**config.mk**
```make
export PLATFORM = sky130hd
export DESIGN_NAME = cpu_sequencer
export DESIGN_NICKNAME = d
export VERILOG_FILES = /design/src/rtl/cpu_sequencer.sv
export SDC_FILE = /design/constraint.sdc
export NUM_CORES = 1
export LEC_CHECK = 0
export BUFFER_PORTS_ARGS = -buffer_cell sky130_fd_sc_hd__buf_2
export CAP_MARGIN = 10
export CORE_MARGIN = 2
export CORE_UTILIZATION = 35
export DETAILED_ROUTE_END_ITERATION = 16
export PLACE_DENSITY = 0.63
export SYNTH_ARGS = -nofsm -noshare
export SYNTH_HDL_FRONTEND = slang
export SYNTH_SLANG_ARGS = --single-unit
```
**constraint.sdc**
```tcl
create_clock -name clock -period 4 [get_ports clock]
set_input_delay 0.6 -clock clock [delete_from_list [all_inputs] [get_ports clock]]
set_output_delay 0.6 -clock clock [all_outputs]
set_load 0.01 [all_outputs]
```
**src/rtl/cpu_sequencer.sv**
```systemverilog
`default_nettype none
// +--------------------------------------------------------------------------+
// | cpu_sequencer: fetch/exec1/exec2/halt control sequencer for the 16-bit    |
// | CPU core, with interrupt take, retire strobe and memory-stall timeout.    |
// | Optional performance counters: define SEQ_PERF_COUNTERS_EN.               |
// | Revision: 1.0                                                             |
// +--------------------------------------------------------------------------+
module cpu_sequencer #(
  parameter int MAX_WAIT = 15,
  parameter int COUNT_W  = 16
) (
  input  logic               clock,
  input  logic               reset,
  input  logic               sm_extra,
  input  logic               stp,
  input  logic               mem_ready,
  input  logic               irq,
  input  logic               irq_en,
  input  logic               resume,
  output logic [1:0]         state,
  output logic               retire,
  output logic               irq_take,
  output logic               halted,
  output logic               bus_timeout,
  output logic [COUNT_W-1:0] cycle_count,
  output logic [COUNT_W-1:0] retire_count
);

  localparam int                  c_WAIT_W   = $clog2(MAX_WAIT + 1);
  localparam logic [c_WAIT_W-1:0] c_WAIT_MAX = c_WAIT_W'(MAX_WAIT);

  typedef enum logic [1:0] {
    ST_FETCH = 2'b00,
    ST_EXEC1 = 2'b10,
    ST_EXEC2 = 2'b01,
    ST_HALT  = 2'b11
  } state_t;

  state_t              r_state;
  state_t              w_state_nxt;
  logic [c_WAIT_W-1:0] r_wait_cnt;
  logic                r_retire;
  logic                r_irq_take;
  logic                r_bus_timeout;
  logic                w_retire_nxt;
  logic                w_take_nxt;
  logic                w_timeout_nxt;
  logic                w_wait_inc;
  logic                w_irq;

  assign w_irq = irq & irq_en;

  always_comb begin
    w_state_nxt   = r_state;
    w_retire_nxt  = 1'b0;
    w_take_nxt    = 1'b0;
    w_timeout_nxt = r_bus_timeout;
    w_wait_inc    = 1'b0;
    case (r_state)
      ST_FETCH: begin
        if (mem_ready) begin
          w_state_nxt = ST_EXEC1;
        end else if (r_wait_cnt == c_WAIT_MAX) begin
          w_state_nxt   = ST_HALT;
          w_timeout_nxt = 1'b1;
        end else begin
          w_wait_inc = 1'b1;
        end
      end
      ST_EXEC1: begin
        if (stp) begin
          // A pending enabled interrupt overrides the halt request.
          w_retire_nxt = 1'b1;
          w_take_nxt   = w_irq;
          w_state_nxt  = w_irq ? ST_FETCH : ST_HALT;
        end else if (sm_extra) begin
          w_state_nxt = ST_EXEC2;
        end else begin
          w_retire_nxt = 1'b1;
          w_take_nxt   = w_irq;
          w_state_nxt  = ST_FETCH;
        end
      end
      ST_EXEC2: begin
        if (mem_ready) begin
          w_retire_nxt = 1'b1;
          w_take_nxt   = w_irq;
          w_state_nxt  = ST_FETCH;
        end else if (r_wait_cnt == c_WAIT_MAX) begin
          w_state_nxt   = ST_HALT;
          w_timeout_nxt = 1'b1;
        end else begin
          w_wait_inc = 1'b1;
        end
      end
      default: begin
        if (w_irq || resume) begin
          w_state_nxt   = ST_FETCH;
          w_take_nxt    = w_irq;
          w_timeout_nxt = 1'b0;
        end
      end
    endcase
  end

  always_ff @(posedge clock or posedge reset) begin
    if (reset) begin
      r_state       <= ST_FETCH;
      r_wait_cnt    <= '0;
      r_retire      <= 1'b0;
      r_irq_take    <= 1'b0;
      r_bus_timeout <= 1'b0;
    end else begin
      r_state       <= w_state_nxt;
      r_retire      <= w_retire_nxt;
      r_irq_take    <= w_take_nxt;
      r_bus_timeout <= w_timeout_nxt;
      if (w_state_nxt != r_state) begin
        r_wait_cnt <= '0;
      end else if (w_wait_inc) begin
        r_wait_cnt <= r_wait_cnt + 1'b1;
      end
    end
  end

  assign state       = r_state;
  assign retire      = r_retire;
  assign irq_take    = r_irq_take;
  assign bus_timeout = r_bus_timeout;
  assign halted      = (r_state == ST_HALT);

`ifdef SEQ_PERF_COUNTERS_EN
  logic [COUNT_W-1:0] r_cycle_count;
  logic [COUNT_W-1:0] r_retire_count;

  always_ff @(posedge clock or posedge reset) begin
    if (reset) begin
      r_cycle_count  <= '0;
      r_retire_count <= '0;
    end else begin
      if (r_state != ST_HALT) begin
        r_cycle_count <= r_cycle_count + 1'b1;
      end
      if (w_retire_nxt) begin
        r_retire_count <= r_retire_count + 1'b1;
      end
    end
  end

  assign cycle_count  = r_cycle_count;
  assign retire_count = r_retire_count;
`else
  assign cycle_count  = '0;
  assign retire_count = '0;
`endif

endmodule
`default_nettype wire
```
## Word level (Yosys, flattened, before mapping)

Index checks and enable logic that the tools add are counted.

- Bits of input ports: 8
- Logic and storage cells: 47
- Register bits: 9
- Output and inout bits: 38

- Add/subtract/negate cells: 1
- Equality and inequality tests: 7
- Reduce and logical (&&, ||, !) cells: 6
- Bitwise logic cells: 2
- Multiplexer cells: 26

Operator list:

| kind | count |
|---|---|
| $mux W1 | 14 |
| $mux W2 | 6 |
| $mux W4 | 2 |
| $pmux W2 S3 | 1 |
| $add A4 B1 Y4 const B | 1 |
| $eq A2 B2 Y1 const B | 2 |
| $eq A4 B4 Y1 const B | 1 |
| $pmux W1 S2 | 2 |
| $reduce_and A4 Y1 | 1 |
| $reduce_bool A2 Y1 | 2 |
| $pmux W1 S3 | 1 |
| $eq A2 B1 Y1 const B | 1 |
| $logic_not A2 Y1 | 1 |
| $ne A2 B1 Y1 const B | 1 |
| $ne A2 B2 Y1 | 1 |
| $ne A2 B2 Y1 const B | 1 |
| $reduce_or A2 Y1 | 1 |
| $and A1 B1 Y1 | 1 |
| $logic_or A1 B1 Y1 | 1 |
| $not A1 Y1 | 1 |

## Logic depth before layout (Yosys ltp)

- Depth after elaboration: 6
- Gate-level depth with buffers: 6
- Gate-level depth less buffers: 6

## Worst setup path after synthesis

OpenSTA, ideal clock, no wires.

- Path type: register -> register
- Start point: register r_state[1], in the netlist state[1]
- End point: register r_wait_cnt[0]
- Slack: 2.289 ns
- Cell stages (with the launch flop): 7
- Buffers on the path: 0
- Clock period less this slack: 1.711 ns
- Library setup time: 0.132 ns
- Data arrival time: 1.579 ns
- Data required time: 3.868 ns
- Cell sequence: dfrtp_1 -> inv_1 -> ha_1 -> nor2b_1 -> a311oi_1 -> a32o_1 -> nor3_1

- Word-level cells in the longest chain between the ends: 5
- Elaborated cells between the ends (all ways): 13
- Those cells by class: 3 x eq/ne; 7 x mux; 3 x reduce/logical

RTL lines:

| element | RTL line | text |
|---|---|---|
| from (decl) | 39 | `state_t r_state;` |
| from (signal assigned) | 114 | `r_state <= w_state_nxt;` |
| $mux W2 | 63, 89 |  |
| $mux W2 (on tied branches) | 85, 61 |  |
| $pmux W2 S3 | 59 | `case (r_state)` |
| $ne A2 B2 Y1 | 118 | `if (w_state_nxt != r_state) begin` |
| $mux W4 or $reduce_bool A2 Y1 (tied branches) | - |  |
| to (signal assigned) | 121 | `r_wait_cnt <= r_wait_cnt + 1'b1;` |
| to (decl) | 41 | `logic [c_WAIT_W-1:0] r_wait_cnt;` |

Parallel ways exist; a longest one is shown, timed or not.
A chain may end at the register's enable or synchronous reset.

## Worst setup path in the final report

- Start point: register r_state[1], in the netlist state[1]
- End point: register r_wait_cnt[1]

Same word-level chain as after synthesis.

==> run_summary.xml <==
<?xml version="1.0" encoding="UTF-8"?>
<metrics>
  <group name="global_routing">
    <metric name="grt_overflow" unit="">0</metric>
    <metric name="first_global_vias" unit="">543</metric>
    <metric name="met2_usage" unit="%">19.7</metric>
    <metric name="grt_most_used_layer" unit="">met2</metric>
    <metric name="antenna_found_initial" unit="">0</metric>
    <metric name="globalRouteMet1Util" unit="%">12.4</metric>
    <metric name="grt_pass1_wl" unit="mm">2.38</metric>
    <metric name="grt.met3_usage" unit="%">2.73</metric>
    <metric name="track_usage" unit="%">11.6</metric>
    <metric name="maximum_number_of_pins_on_one_net_before_global_route_repair" unit="">10</metric>
  </group>
  <group name="min_path">
    <metric name="hold_class" unit="">input port to async pin</metric>
  </group>
  <group name="run">
    <metric name="max_cap_violations" unit="">0</metric>
  </group>
  <group name="worst_setup_path">
    <metric name="r2r_slack" unit="ps">2110</metric>
    <metric name="regToRegEndpoint" unit="">r_wait_cnt[1]</metric>
    <metric name="critical_path_buf_inv_count" unit="">1</metric>
    <metric name="setup.worst_path.end" unit="">r_wait_cnt[1]</metric>
    <metric name="worst_ep_required_time" unit="ps">4170</metric>
    <metric name="worstSetupPathType" unit="">flip-flop to flip-flop</metric>
    <metric name="cp_max_fo" unit="">6</metric>
    <metric name="cp_max_stage_cell" unit="">sky130_fd_sc_hd__dfrtp_1</metric>
    <metric name="crit_path_start_kind" unit="">flip-flop</metric>
    <metric name="stages_on_the_worst_setup_path" unit="">6</metric>
    <metric name="worstPathCellList" unit="">inv_1, ha_1, nor2b_1, a311oi_1, a32o_1, nor3_1</metric>
    <metric name="cpLargestDelayFamily" unit="">simple AND/OR/NAND/NOR gates</metric>
    <metric name="ff2ff_path_depth" unit="">6</metric>
    <metric name="capturing_element_type_of_the_critical_path" unit="">flip-flop</metric>
    <metric name="rr_startpoint" unit="">state[1]</metric>
    <metric name="critical_path.startpoint" unit="">state[1]</metric>
    <metric name="max_stage_delay" unit="ps">430</metric>
    <metric name="worstPathArrival" unit="ps">2060</metric>
  </group>
  <group name="die">
    <metric name="fp.dieArea" unit="um2">2970</metric>
    <metric name="initial_utilization" unit="%">36.3</metric>
    <metric name="placeableCoreArea" unit="um2">2450</metric>
    <metric name="die_x" unit="um">54.5</metric>
    <metric name="die_y" unit="um">54.5</metric>
    <metric name="floorplan.io_pins" unit="">46</metric>
    <metric name="rows" unit="">18</metric>
  </group>
  <group name="sta">
    <metric name="finalWorstPathRequiredPeriod" unit="ps">1890</metric>
    <metric name="grt_setup_unrepaired" unit="">false</metric>
    <metric name="hold_fails_final_rpt" unit="">0</metric>
    <metric name="timing.final.max_slew_violations" unit="">0</metric>
    <metric name="worst_clock_skew" unit="ps">3.46</metric>
    <metric name="setup_viol" unit="">0</metric>
    <metric name="fmax" unit="GHz">0.530</metric>
    <metric name="timing.setup.tns" unit="ps">0</metric>
    <metric name="finalWorstSetupSlack" unit="ps">2110</metric>
    <metric name="layout_worst_path_cycle_share" unit="%">47.2</metric>
  </group>
  <group name="detailed_routing">
    <metric name="drt-pass1-iter-count" unit="">4</metric>
    <metric name="dr_total_vias" unit="">662</metric>
    <metric name="wl_per_cell" unit="um">11.3</metric>
    <metric name="number_of_antenna_violating_nets_in_the_routed_design" unit="">0</metric>
    <metric name="routed_wl" unit="mm">1.61</metric>
    <metric name="post-route-drc-count" unit="">0</metric>
    <metric name="vias_per_cell" unit="">4.63</metric>
    <metric name="drt-initial-drc-count" unit="">12</metric>
  </group>
  <group name="power_and_ir_drop">
    <metric name="cell_internal_pwr" unit="W">0.000259</metric>
    <metric name="share_comb_of_total_power" unit="%">55.2</metric>
    <metric name="power.static_leakage" unit="nW">0.462</metric>
    <metric name="peakVddDrop" unit="mV">0.199</metric>
    <metric name="power.sequential.fraction" unit="%">29.4</metric>
    <metric name="switching_share" unit="%">44.5</metric>
    <metric name="net_switching_power" unit="W">0.000207</metric>
    <metric name="cellPowerDensity" unit="nW/um2">526</metric>
    <metric name="clock_power_share" unit="%">15.4</metric>
  </group>
  <group name="synthesis">
    <metric name="seq_area_frac_synth" unit="%">25.2</metric>
    <metric name="synth_cells" unit="">98</metric>
    <metric name="synth_top_area_share" unit="%">26.9</metric>
    <metric name="synth-edff-count" unit="">0</metric>
    <metric name="synth_ff_type" unit="">sky130_fd_sc_hd__dfrtp_1</metric>
    <metric name="synth.lib_cells_used.distinct" unit="">36</metric>
    <metric name="synth_area_leader_cell" unit="">sky130_fd_sc_hd__buf_4</metric>
    <metric name="syn_area" unit="um2">892</metric>
    <metric name="cell_types_with_the_largest_area_share_after_synthesis" unit="">sky130_fd_sc_hd__buf_4, sky130_fd_sc_hd__dfrtp_1, sky130_fd_sc_hd__ha_1</metric>
    <metric name="synth-seq-cells" unit="">9</metric>
    <metric name="async_flop_share" unit="%">100</metric>
    <metric name="synth_warn" unit="">0</metric>
    <metric name="synth_area_per_cell" unit="um2">9.10</metric>
  </group>
  <group name="cts">
    <metric name="clock-root-buffer" unit="">sky130_fd_sc_hd__clkbuf_4</metric>
    <metric name="clock_sink_count" unit="">9</metric>
    <metric name="worst_skew_pair.late_latency" unit="ps">260</metric>
    <metric name="cts_tree" unit="">built</metric>
    <metric name="clk_pin_slew" unit="ps">70</metric>
    <metric name="clockBufferDepth" unit="">2</metric>
    <metric name="max_h_tree_level" unit="">1</metric>
    <metric name="cts_stage_hold_buffer_count" unit="">0</metric>
    <metric name="cts.repair_timing.setup_buffer_count" unit="">0</metric>
    <metric name="post_cts.resized_instances" unit="">0</metric>
    <metric name="cts_made_buffers" unit="">3</metric>
  </group>
  <group name="place">
    <metric name="buffer_ports.inserted" unit="">13</metric>
    <metric name="dp.final_hpwl" unit="mm">1.32</metric>
    <metric name="dp_slack" unit="ps">2140</metric>
    <metric name="dp.cells" unit="">139</metric>
    <metric name="globalplace.congestion" unit="">0.830</metric>
    <metric name="placed_cell_area" unit="um2">860</metric>
  </group>
  <group name="run_status">
    <metric name="status" unit="">completed</metric>
  </group>
  <group name="final_layout">
    <metric name="final_cells" unit="">143</metric>
    <metric name="antennaDiodeCount" unit="">0</metric>
    <metric name="final_area" unit="um2">886</metric>
    <metric name="postLayoutCoreUtil" unit="%">36.1</metric>
    <metric name="finalNetCount" unit="">127</metric>
    <metric name="layout_stage_area_growth_over_the_synthesis_result" unit="%">-0.701</metric>
    <metric name="layout-drive-gt1-share" unit="%">20.4</metric>
  </group>
</metrics>
[cell families after synthesis]
family | share of synthesized area, %
compound gates | 19.9
xor+xnor | 1.96
fa+ha+maj | 7.01
buf+inv | 30.3
flops | 25.2
mux | 2.24
other cells | 0.420
simple gates | 12.9
[cell type report]
cell class	instances	area (um2)
clock buffer	4	26.3
fill	249	1570
inverter	5	18.8
multi-input combinational	82	513
sequential	9	225
tap	30	37.5
timing repair buffer	13	65.1
[state kept, by name (all words and copies together), names as in the netlist]
name	count
bus_timeout	1
irq_take	1
retire	1
state	2
r_wait_cnt	4
[metrics by stage]
step	hold slack (ps)	power (W)
2_1_floorplan	428	0.000355
3_3_place_gp	499	0.000393
3_5_place_dp	499	0.000393
4_1_cts	303	0.000469
5_1_grt	323	0.000508
6_report	301	0.000466
[layout by cell type, fill, tap and decap left out, types with 2 or more instances in the layout]
cell	instances
sky130_fd_sc_hd__o21ai_1	2
sky130_fd_sc_hd__ha_1	5
sky130_fd_sc_hd__xnor2_1	2
sky130_fd_sc_hd__inv_1	5
sky130_fd_sc_hd__nor3_1	4
sky130_fd_sc_hd__a21oi_1	3
sky130_fd_sc_hd__clkbuf_4	3
sky130_fd_sc_hd__nor2_1	4
sky130_fd_sc_hd__buf_2	13
sky130_fd_sc_hd__mux2i_1	2
sky130_fd_sc_hd__dfrtp_1	9
sky130_fd_sc_hd__conb_1	32
sky130_fd_sc_hd__nand2_1	4
sky130_fd_sc_hd__o21ai_0	2
[Yosys cell counts (2+ instances only)]
cell,count
sky130_fd_sc_hd__nor3_1,4
sky130_fd_sc_hd__nor2_1,4
sky130_fd_sc_hd__dfrtp_1,9
sky130_fd_sc_hd__a21oi_1,3
sky130_fd_sc_hd__inv_1,5
sky130_fd_sc_hd__xnor2_1,2
sky130_fd_sc_hd__buf_4,32
sky130_fd_sc_hd__mux2i_1,2
sky130_fd_sc_hd__ha_1,5
sky130_fd_sc_hd__o21ai_1,2
sky130_fd_sc_hd__o21ai_0,2
sky130_fd_sc_hd__nand2_1,4
[how the worst min path moves through the flow]
| stage | endpoint | cells past startpoint | slack, ps | from |
|---|---|---|---|---|
| floorplan | bus_timeout | 1 | 430 | reset |
| global placement | bus_timeout | 2 | 500 | bus_timeout |
| detailed placement | bus_timeout | 2 | 500 | bus_timeout |
| CTS | bus_timeout | 2 | 300 | reset |
| global route | bus_timeout | 2 | 320 | reset |
| finish | bus_timeout | 2 | 300 | reset |
[power by group through the flow]
stage	clock (W)	sequential, W	combinational, W
6_report	0.0000716	0.000137	0.000257
5_1_grt	0.0000815	0.000140	0.000286
4_1_cts	0.0000758	0.000137	0.000256
3_5_place_dp	0	0.000139	0.000254
3_3_place_gp	0	0.000138	0.000255
2_1_floorplan	0	0.000146	0.000209
[layer usage]
metal	wire, um	share of wire (%)
met3	165	10
met1	642	40
met4	35	2.2
met5	0	0
met2	769	48
No activity file was read; power rests on OpenSTA's default activity.
